`src/rtl/exc_pkg.sv`:
```
// exc_pkg: shared indices, widths and state encoding for the exception commit unit.
package exc_pkg;
  localparam int EXC_W  = 6;
  localparam int FLAG_W = 5;
  localparam int PC_W   = 32;
  localparam int EXC_SYS  = 0;
  localparam int EXC_INE  = 1;
  localparam int EXC_BRK  = 2;
  localparam int EXC_ALE  = 3;
  localparam int EXC_ADEF = 4;
  localparam int EXC_INT  = 5;
  localparam int FLG_SYS  = 0;
  localparam int FLG_INE  = 1;
  localparam int FLG_BRK  = 2;
  localparam int FLG_ALE  = 3;
  localparam int FLG_ADEF = 4;
  typedef enum logic {IDLE, REDIR} state_e;
  function automatic logic [EXC_W-1:0] exc_bit(input int idx);
    logic [EXC_W-1:0] v;
    v = '0;
    v[idx] = 1'b1;
    return v;
  endfunction
endpackage

```
`src/rtl/exc_prio_enc.sv`:
```
// exc_prio_enc: resolves interrupt, raw flags and ertn into one one-hot cause or an ertn flush.
module exc_prio_enc
  import exc_pkg::*;
(
  input  logic              has_int_i,
  input  logic [FLAG_W-1:0] flags_i,
  input  logic              ertn_i,
  output logic [EXC_W-1:0]  exc_o,
  output logic              ertn_flush_o,
  output logic              is_ex_o
);
  always_comb begin
    exc_o = has_int_i          ? exc_bit(EXC_INT)  :
            flags_i[FLG_ADEF]  ? exc_bit(EXC_ADEF) :
            flags_i[FLG_INE]   ? exc_bit(EXC_INE)  :
            flags_i[FLG_BRK]   ? exc_bit(EXC_BRK)  :
            flags_i[FLG_SYS]   ? exc_bit(EXC_SYS)  :
            flags_i[FLG_ALE]   ? exc_bit(EXC_ALE)  : '0;
    is_ex_o = |exc_o;
    ertn_flush_o = ertn_i & ~is_ex_o;
  end
endmodule

```
`src/rtl/exc_commit.sv`:
```
// exc_commit: writeback exception/ertn commit, pipeline flush and held fetch redirect.
// EXC_ALE_BADV_EN: when defined, ALE reports wb_vaddr on exc_badv.
module exc_commit
  import exc_pkg::*;
(
  input  logic              clk,
  input  logic              reset,
  input  logic              wb_valid,
  input  logic [PC_W-1:0]   wb_pc,
  input  logic [FLAG_W-1:0] wb_flags,
  input  logic              wb_ertn,
  input  logic [PC_W-1:0]   wb_vaddr,
  input  logic              has_int,
  input  logic [PC_W-1:0]   csr_eentry_pc,
  input  logic [PC_W-1:0]   csr_eertn_pc,
  output logic [EXC_W-1:0]  exc,
  output logic              ertn_flush,
  output logic [PC_W-1:0]   exc_pc,
  output logic [PC_W-1:0]   exc_badv,
  output logic              pipe_flush,
  output logic              wb_commit_ok,
  output logic              redir_valid,
  output logic [PC_W-1:0]   redir_pc,
  input  logic              redir_ready,
  output logic              busy
);
  state_e            state_q, state_d;
  logic [PC_W-1:0]   target_q, target_d;
  logic [EXC_W-1:0]  enc_exc;
  logic              enc_ertn, enc_is_ex, idle, trig;
  logic [PC_W-1:0]   badv_raw;

  exc_prio_enc u_prio (
    .has_int_i    (has_int),
    .flags_i      (wb_flags),
    .ertn_i       (wb_ertn),
    .exc_o        (enc_exc),
    .ertn_flush_o (enc_ertn),
    .is_ex_o      (enc_is_ex)
  );

`ifdef EXC_ALE_BADV_EN
  assign badv_raw = enc_exc[EXC_ADEF] ? wb_pc : enc_exc[EXC_ALE] ? wb_vaddr : '0;
`else
  logic unused_vaddr;
  assign unused_vaddr = ^wb_vaddr;
  assign badv_raw = enc_exc[EXC_ADEF] ? wb_pc : '0;
`endif

  // CSR pulses are combinational and masked during reset so nothing leaks while held.
  always_comb begin
    idle = (state_q == IDLE) & ~reset;
    trig = idle & wb_valid & (has_int | (|wb_flags) | wb_ertn);
    state_d = trig ? REDIR : ((state_q == REDIR) & redir_ready) ? IDLE : state_q;
    target_d = trig ? (enc_is_ex ? csr_eentry_pc : csr_eertn_pc) : target_q;
    exc = trig ? enc_exc : '0;
    ertn_flush = trig & enc_ertn;
    pipe_flush = trig;
    exc_pc = trig ? wb_pc : '0;
    exc_badv = trig ? badv_raw : '0;
    wb_commit_ok = idle & wb_valid & ~trig;
    redir_valid = state_q == REDIR;
    redir_pc = target_q;
    busy = state_q != IDLE;
  end

  always_ff @(posedge clk or posedge reset) begin
    if (reset) begin
      state_q  <= IDLE;
      target_q <= '0;
    end else begin
      state_q  <= state_d;
      target_q <= target_d;
    end
  end
endmodule

```
`config.mk`:
```
export PLATFORM = sky130hd
export DESIGN_NAME = exc_commit
export DESIGN_NICKNAME = d
export VERILOG_FILES = /design/src/rtl/exc_pkg.sv /design/src/rtl/exc_prio_enc.sv /design/src/rtl/exc_commit.sv
export SDC_FILE = /design/constraint.sdc
export NUM_CORES = 1
export LEC_CHECK = 0
export BUFFER_PORTS_ARGS = -buffer_cell sky130_fd_sc_hd__buf_2
export CORE_AREA = 2 2 96 98
export CTS_CLUSTER_DIAMETER = 80
export DETAILED_ROUTE_END_ITERATION = 8
export DIE_AREA = 0 0 98 100
export GPL_ROUTABILITY_DRIVEN = 0
export PLACE_DENSITY_LB_ADDON = 0.15
export REMOVE_ABC_BUFFERS = 1
export SYNTH_ARGS = -nofsm -noshare
export SYNTH_HDL_FRONTEND = slang
export SYNTH_SLANG_ARGS = --single-unit
```
`constraint.sdc`:
```
create_clock -name clk -period 2.3 [get_ports clk]
set_input_delay 0 -clock clk [delete_from_list [all_inputs] [get_ports clk]]
set_output_delay 0 -clock clk [all_outputs]
set_load 0.02 [all_outputs]
```
After elaboration in Yosys (flattened, before gate mapping)
Index checks and enable logic that the tools add are counted.
W data, S select, Z words.
{"block": "totals", "inputBits": 139, "out_inout_bits": 107, "elab_cells": 31, "ff_bits": 33}
{"block": "classes", "n_mux": 13, "bitwise": 13, "reduce_logical": 3}
{"op": "$mux W32", "count": 4}
{"op": "$mux W6", "count": 6}
{"op": "$and A1 B1 Y1", "count": 7}
{"op": "$reduce_or A6 Y1", "count": 1}
{"op": "$reduce_or A5 Y1", "count": 1}
{"op": "$mux W4", "count": 1}
{"op": "$not A1 Y1", "count": 4}
{"op": "$mux W1", "count": 2}
{"op": "$or A1 B1 Y1", "count": 2}
{"op": "$reduce_bool A2 Y1", "count": 1}

Depth between registers and ports, before layout
Gate-level depths: netlist of the first run.
{"block": "depth", "word_depth": 10, "ltp_mapped": 7, "mapped_depth_nobuf": 4}

Hierarchy
Synthesis of the first run repeated with hierarchy kept, for this count alone.
{"block": "hier_totals", "hier_cells": 206, "area_unflattened_um2": 2243.4}
{"mod": "exc_commit", "cells_per_inst": 196, "area_each_um2": 2172.1, "n_inst": 1, "seq_area_each_um2": 825.8}
{"mod": "exc_prio_enc", "cells_per_inst": 10, "area_each_um2": 71.3, "n_inst": 1, "seq_area_each_um2": 0.0}

Worst setup path before layout of the first run
Ideal clock, no wire load.
{"block": "synth_timing", "kind": "reg-to-output", "start": "register state_q, in the netlist busy", "end": "output port exc[1]", "n_path_buf": 3, "t_required_ns": 2.300, "path_stages_with_launch": 7, "path_slack_ns": -0.016, "arrival_ns": 2.316, "path_cell_list": "dfrtp_1 or3b_2 buf_2 a21o_1 buf_2 buf_2 nor4b_1"}
{"block": "synth_between", "elab_chain_len": 5}
{"item": "from (decl)", "line_no": "exc_commit.sv:27", "text": "state_e state_q, state_d;"}
{"item": "from (signal assigned)", "line_no": "exc_commit.sv:72", "text": "state_q <= state_d;"}
{"item": "$not A1 Y1", "line_no": "exc_commit.sv:52", "text": "idle = (state_q == IDLE) & ~reset;"}
{"item": "$and A1 B1 Y1", "line_no": "exc_commit.sv:52"}
{"item": "$and A1 B1 Y1 (2 in series)", "line_no": "exc_commit.sv:53", "text": "trig = idle & wb_valid & (has_int | (|wb_flags) | wb_ertn);"}
{"item": "$mux W6", "line_no": "exc_commit.sv:56", "text": "exc = trig ? enc_exc : '0;"}
{"item": "to (decl)", "line_no": "exc_commit.sv:16", "text": "output logic [EXC_W-1:0] exc,"}
No other way between the ends.

Worst setup path after layout of the first run
{"block": "layout_timing", "start": "register state_q, in the netlist busy", "end": "output port exc_pc[9]"}
{"block": "layout_between", "elab_chain_len": 5}
{"item": "$not A1 Y1", "line_no": "exc_commit.sv:52"}
{"item": "$and A1 B1 Y1", "line_no": "exc_commit.sv:52"}
{"item": "$and A1 B1 Y1 (2 in series)", "line_no": "exc_commit.sv:53"}
{"item": "$mux W32", "line_no": "exc_commit.sv:59", "text": "exc_pc = trig ? wb_pc : '0;"}
{"item": "to (decl)", "line_no": "exc_commit.sv:18", "text": "output logic [PC_W-1:0] exc_pc,"}
No other way between the ends.

==> out/qor.txt, run 1 <==
CTS tree: built
Vias: 2773
crit share post-route: 91.7%
area share of the largest cell type after synthesis: 34.1%
P&R area growth vs syn: 52.9%
Critical Path Source Type: flip-flop
PwrDens: 561 nW/um^2
ant diodes: 0
cell with the most instances after synthesis: and2_1
Worst-Margin Slew: 0.794 ns
routed vias/inst: 4.70
Final Util: 41.7%
Slew headroom: 47.1%
CP Capture Type: output port
largest net degree at the start of global routing: 47
Cells after Synth: 279
final clock skew: 0.00870 ns
initial antenna violation count: 0
Worst VDD drop: 208 uV
CTS buffer count: 5
share of cells above drive strength 1: 54.9%
Worst Setup Path Type: flip-flop to output port
final setup vio count: 0
leakage: 2.03 nW
Worst-path clk slew: 0.08 ns
Die H: 100 um
width of the die: 98 um
max cap viols: 0
DRC Markers: 0
Avg Cell Area, Syn: 8.68 sq um
Final ANT Viol Nets: 0
1st-pass router iterations: 4
Final Hold Vio Count: 0
CTS sink cnt: 33
number of port buffers: 213
die area: 9800 sq um
sequential-to-total area share from yosys stat: 34.1%
post-route setup TNS: 0 ns
first-pass GRT wire length: 14.1 mm
worst min path class: primary input to flip-flop
worst skew pair latency: 0.28 ns
Mapped Area: 2420 sq um
flops & latches, synth: 33
Peak Freq: 0.474 GHz
starting density of the core: 27.2%
RSZ-0062 raised after global routing: no
Cell variety after synth: 24
Core Box Area: 8890 sq um
maximum buffer depth of the clock tree: 2
Worst Path Max Fanout: 33
CTS Root Cell: clkbuf_8
WL final: 9.18 mm
htree depth: 2
Post-synth ARST share: 100%
commonest register cell after synthesis: dfrtp_1
wire length per cell: 15.6 um
vias in the first global route: 2802
Detailed Route Iter0 Violations: 49
outcome: completed
I/O pin count: 246
GRT Overall Usage: 18.0%
Period minus WS final: 2.11 ns
cell taking the most area after synthesis: dfrtp_1
dpl hpwl: 6.91 mm
Final Slew Violations: 0
postcts setup bufs: 0
Fill cells: 949
Congestion Overflow GR: 0
nets: 618
largest cells by area after synthesis: dfrtp_1, a221oi_2, and2_1, nor4_1, inv_1
YS warnings: 0
EDFF count, synth: 0
Commonest cells post-synth: and2_1, inv_1, dfrtp_1, nor4_1, nor2_1
CP arrival: 2.11 ns
worst endpoint required time: 2.30 ns
row cnt: 35
sequential cells by signal, summed over array words and instances (netlist names):
name and cells:
busy 1, redir_pc 32
timing repair:
item | 4_1_cts | 5_1_grt
gates resized for setup | 0 | 3
hold buffers | 2 | 0
setup endpoints to repair | 0 | 32
hold endpoints to repair | 34 | 0
power by group:
group / switching (W) / internal [W]
clock: 0.000220 / 0.000315
combinational: 0.000460 / 0.000335
sequential: 0.0000552 / 0.000692
cell usage in the layout (no fill, tap or decap):
master / Yosys / final
nor4b_1: 2 / 2
a21o_4: 0 / 1
nor4bb_1: 1 / 1
buf_12: 0 / 1
or3b_2: 2 / 2
and2_1: 65 / 65
or3_2: 0 / 1
inv_1: 35 / 35
o21ai_0: 1 / 1
a221oi_1: 3 / 3
nor3b_2: 0 / 1
dfrtp_1: 33 / 33
clkinv_2: 0 / 1
nor2_1: 32 / 32
buf_2: 4 / 213
nor3_1: 4 / 4
clkbuf_8: 0 / 5
bufinv_16: 0 / 1
nand2_1: 1 / 1
or4_1: 1 / 1
nor4_1: 33 / 33
and3_1: 3 / 3
dlygate4sd3_1: 0 / 2
a221oi_2: 29 / 29
buf_8: 0 / 1
buf_4: 1 / 7
layout make-up:
| type | instances | area, sq um | area share [%] |
|---|---|---|---|
| multi-input cells | 180 | 1330 | 35.9 |
| well taps | 111 | 139 | 3.75 |
| clock inverters | 2 | 35.0 | 0.946 |
| clock buffers | 5 | 68.8 | 1.86 |
| flip-flops and latches | 33 | 826 | 22.3 |
| repair buffers | 224 | 1170 | 31.7 |
| inverters | 35 | 131 | 3.55 |
critical path: stages, from the launching register on:
cell	delay, ns
dfrtp_1	0.42
or3b_2	0.54
a21o_4	0.27
inv_1	0.09
buf_8	0.18
and2_1	0.15
buf_2	0.16
per-layer routing:
| layer | track usage (%) | up-vias | share of wire, % |
|---|---|---|---|
| met2 | 33.8 | 132 | 51 |
| met1 | 20.9 | 1257 | 41 |
| li1 | - | 1376 | - |
| met3 | 3.76 | 8 | 7.6 |
| met5 | 0 | - | 0 |
| met4 | 4.81 | 0 | 1.3 |
metrics by stage:
step                hold slack (ns)  instances  setup WS (ns)  total power, W  cell area (sq um)
floorplan                    0.0845        248          -1.23         0.00123               2270
CTS                         0.00670        590         0.0231         0.00211               3690
detailed placement            0.170        581          0.358         0.00156               3570
global placement              0.167        581          0.391         0.00155               3570
global route                 0.0317        590         0.0362         0.00221               3700
finish                       0.0156        590          0.191         0.00208               3700
worst paths after layout:
| check | start | to | slack, ns | depth (start not counted) |
|---|---|---|---|---|
| setup / recovery | busy | exc_pc[9] | 0.19 | 6 |
| hold reg to reg | redir_pc[15] | redir_pc[15] | 0.52 | 2 |
| max in group asynchronous | reset | redir_pc[31] | 1.55 | 4 |
| hold / removal | csr_eentry_pc[18] | redir_pc[18] | 0.02 | 3 |
| min in group asynchronous | reset | busy | 0.41 | 4 |
| setup reg to reg | busy | redir_pc[13] | 0.44 | 4 |
kinds of logic after synthesis:
| kind of cell | share of synthesized area (%) |
|---|---|
| flops | 34.1 |
| simple gates | 34.8 |
| buf+inv | 11.6 |
| compound gates | 19.6 |
(Power assumes the default switching activity.)
==> run 2: changes to the inputs <==
--- a/config.mk
+++ b/config.mk
@@ -5,7 +5,7 @@
 export SDC_FILE = /design/constraint.sdc
 export NUM_CORES = 1
 export LEC_CHECK = 0
-export BUFFER_PORTS_ARGS = -buffer_cell sky130_fd_sc_hd__buf_2
+export BUFFER_PORTS_ARGS = -buffer_cell sky130_fd_sc_hd__clkbuf_2
 export CORE_AREA = 2 2 96 98
 export CTS_CLUSTER_DIAMETER = 80
 export DETAILED_ROUTE_END_ITERATION = 8
==> run 2 against run 1 <==
Count of clock-buffer cells in the layout is 1 higher. Global-route usage is 0.11 points lower. Power is 2.8% higher. Register-to-register slack better by 0.08 ns. Critical path type unchanged. Utilization is 0.51 points higher. Critical path depth stayed put. Maximum frequency is 1.2% higher. Highest routed layer unchanged.
==> out/qor.txt, run 2 (same netlist as run 1, synthesis figures left out) <==
wire length per cell: 15.2 um (-2.1%)
largest net degree at the start of global routing: 57 (+21%)
P&R area growth vs syn: 54.8%
Worst VDD drop: 224 uV (+7.7%)
final setup vio count: 0 (unchanged)
CTS Root Cell: clkbuf_8
maximum buffer depth of the clock tree: 2 (unchanged)
placed cell count: 581 (unchanged)
final clock skew: 0.00255 ns (-0.00615 ns)
worst min path class: primary input to flip-flop
Worst-Margin Slew: 0.791 ns (-0.00291 ns)
Critical Path Source Type: flip-flop
dpl hpwl: 6.77 mm (-2.0%)
Largest register FFs: 32 (unchanged)
die area: 9800 sq um (unchanged)
RSZ-0062 raised after global routing: no
ant diodes: 0 (unchanged)
worst skew pair latency: 0.28 ns (about the same)
DRC Markers: 0 (unchanged)
WL final: 9.03 mm (-1.6%)
width of the die: 98 um (unchanged)
FF-to-FF End: redir_pc[12]
htree depth: 2 (unchanged)
Final Hold Vio Count: 0 (unchanged)
max cap viols: 0 (unchanged)
CP arrival: 2.08 ns (-0.03 ns)
Worst-path clk slew: 0.08 ns (about the same)
outcome: completed
post-route setup TNS: 0 ns (unchanged)
nets: 620 (+0.32%)
Period minus WS final: 2.08 ns (-0.0246 ns)
number of port buffers: 213 (unchanged)
crit share post-route: 90.6% (-1.1 points)
I/O pin count: 246 (unchanged)
Congestion Overflow GR: 0 (unchanged)
GRT Overall Usage: 17.9% (-0.11 points)
worst reg2reg path depth: 4 (unchanged)
CP Capture Type: output port
CTS tree: built
share of cells above drive strength 1: 55.0% (+0.073 points)
most frequent cells in the layout: clkbuf_2, and2_1, inv_1, nor4_1, dfrtp_1
first-pass GRT wire length: 14.1 mm (-0.29%)
Vias: 2750 (-0.83%)
row cnt: 35 (unchanged)
hold slack: 0.00863 ns (-0.00698 ns)
leakage: 2.02 nW (-0.56%)
routed vias/inst: 4.64 (-1.3%)
postcts setup bufs: 0 (unchanged)
Non-Filler Instances: 593 (+0.51%)
starting density of the core: 27.2% (unchanged)
Worst R2R Setup Slack: 0.52 ns (+0.08 ns)
initial antenna violation count: 0 (unchanged)
CTS buffer count: 5 (unchanged)
CTS sink cnt: 33 (unchanged)
Slew headroom: 47.3% (+0.19 points)
Final Slew Violations: 0 (unchanged)
Final Util: 42.2% (+0.51 points)
Worst Setup Path Type: flip-flop to output port
worst endpoint required time: 2.30 ns (about the same)
Detailed Route Iter0 Violations: 59 (+20%)
critical path startpoint: busy
Final ANT Viol Nets: 0 (unchanged)
Core Box Area: 8890 sq um (unchanged)
Die H: 100 um (unchanged)
Final Total Pwr: 0.00214 W (+2.8%)
1st-pass router iterations: 4 (unchanged)
Worst Path Max Fanout: 33 (unchanged)
PwrDens: 570 nW/um^2 (+1.6%)
most common cell after layout, fill and taps aside: clkbuf_2
Peak Freq: 0.480 GHz (+1.2%)
RR Startpoint: busy
vias in the first global route: 2757 (-1.6%)
Setup crit end: exc_badv[21]
run 2: cell types whose count changed in the layout (fill, tap and decap cells not counted), moves of 2 or more:
cell / before / now
clkinvlp_4: 0 / 2
dlygate4sd3_1: 2 / 4
buf_2: 213 / 3
clkbuf_2: 0 / 210
run 2: power by group:
group	internal, W	switching [W]	total (W)	leakage [nW]
clock	0.000353	0.000236	0.000588	0.0574
combinational	0.000336	0.000460	0.000796	1.61
sequential	0.000692	0.0000588	0.000750	0.359
run 2: per-layer routing:
metal	vias to the layer above	part of all wire, %	track usage (%)
li1	1368	-	-
met1	1252	41	20.9
met2	124	51	33.1
met3	6	7.3	4.18
met4	0	1.1	4.70
met5	-	0	0
run 2: critical path, stage by stage, from the launching register on:
cell and delay (ns):
dfrtp_1 0.42, or3b_4 0.42, buf_4 0.19, nor3b_2 0.20, buf_6 0.23, and2_1 0.17, clkbuf_2 0.17
run 2: final cells by class:
class / count / area (sq um)
Fill cell: 942 / 5140
Multi-Input combinational cell: 180 / 1330
Timing Repair Buffer: 226 / 1200
Sequential cell: 33 / 826
Tap cell: 111 / 139
Inverter: 35 / 135
Clock buffer: 6 / 82.6
Clock inverter: 2 / 37.5
run 2: what timing repair did:
action,in CTS,in global routing
hold buffers,4,0
setup endpoints to repair,0,54
endpoints found under the hold margin,36,0
gates resized for setup,0,6
run 2: stage by stage:
step | setup slack (ns) | area (sq um)
5_1_grt | 0.0912 | 3750
4_1_cts | 0.0455 | 3740
2_1_floorplan | -1.23 | 2270
3_5_place_dp | 0.367 | 3580
3_3_place_gp | 0.388 | 3580
6_report | 0.216 | 3750
run 2: worst min-delay path by stage:
stage,startpoint,end,cells after the start
2_1_floorplan,has_int,exc[1],1
3_3_place_gp,reset,busy,3
3_5_place_dp,reset,busy,3
4_1_cts,csr_eentry_pc[24],redir_pc[24],3
5_1_grt,csr_eentry_pc[22],redir_pc[22],3
6_report,csr_eentry_pc[17],redir_pc[17],3
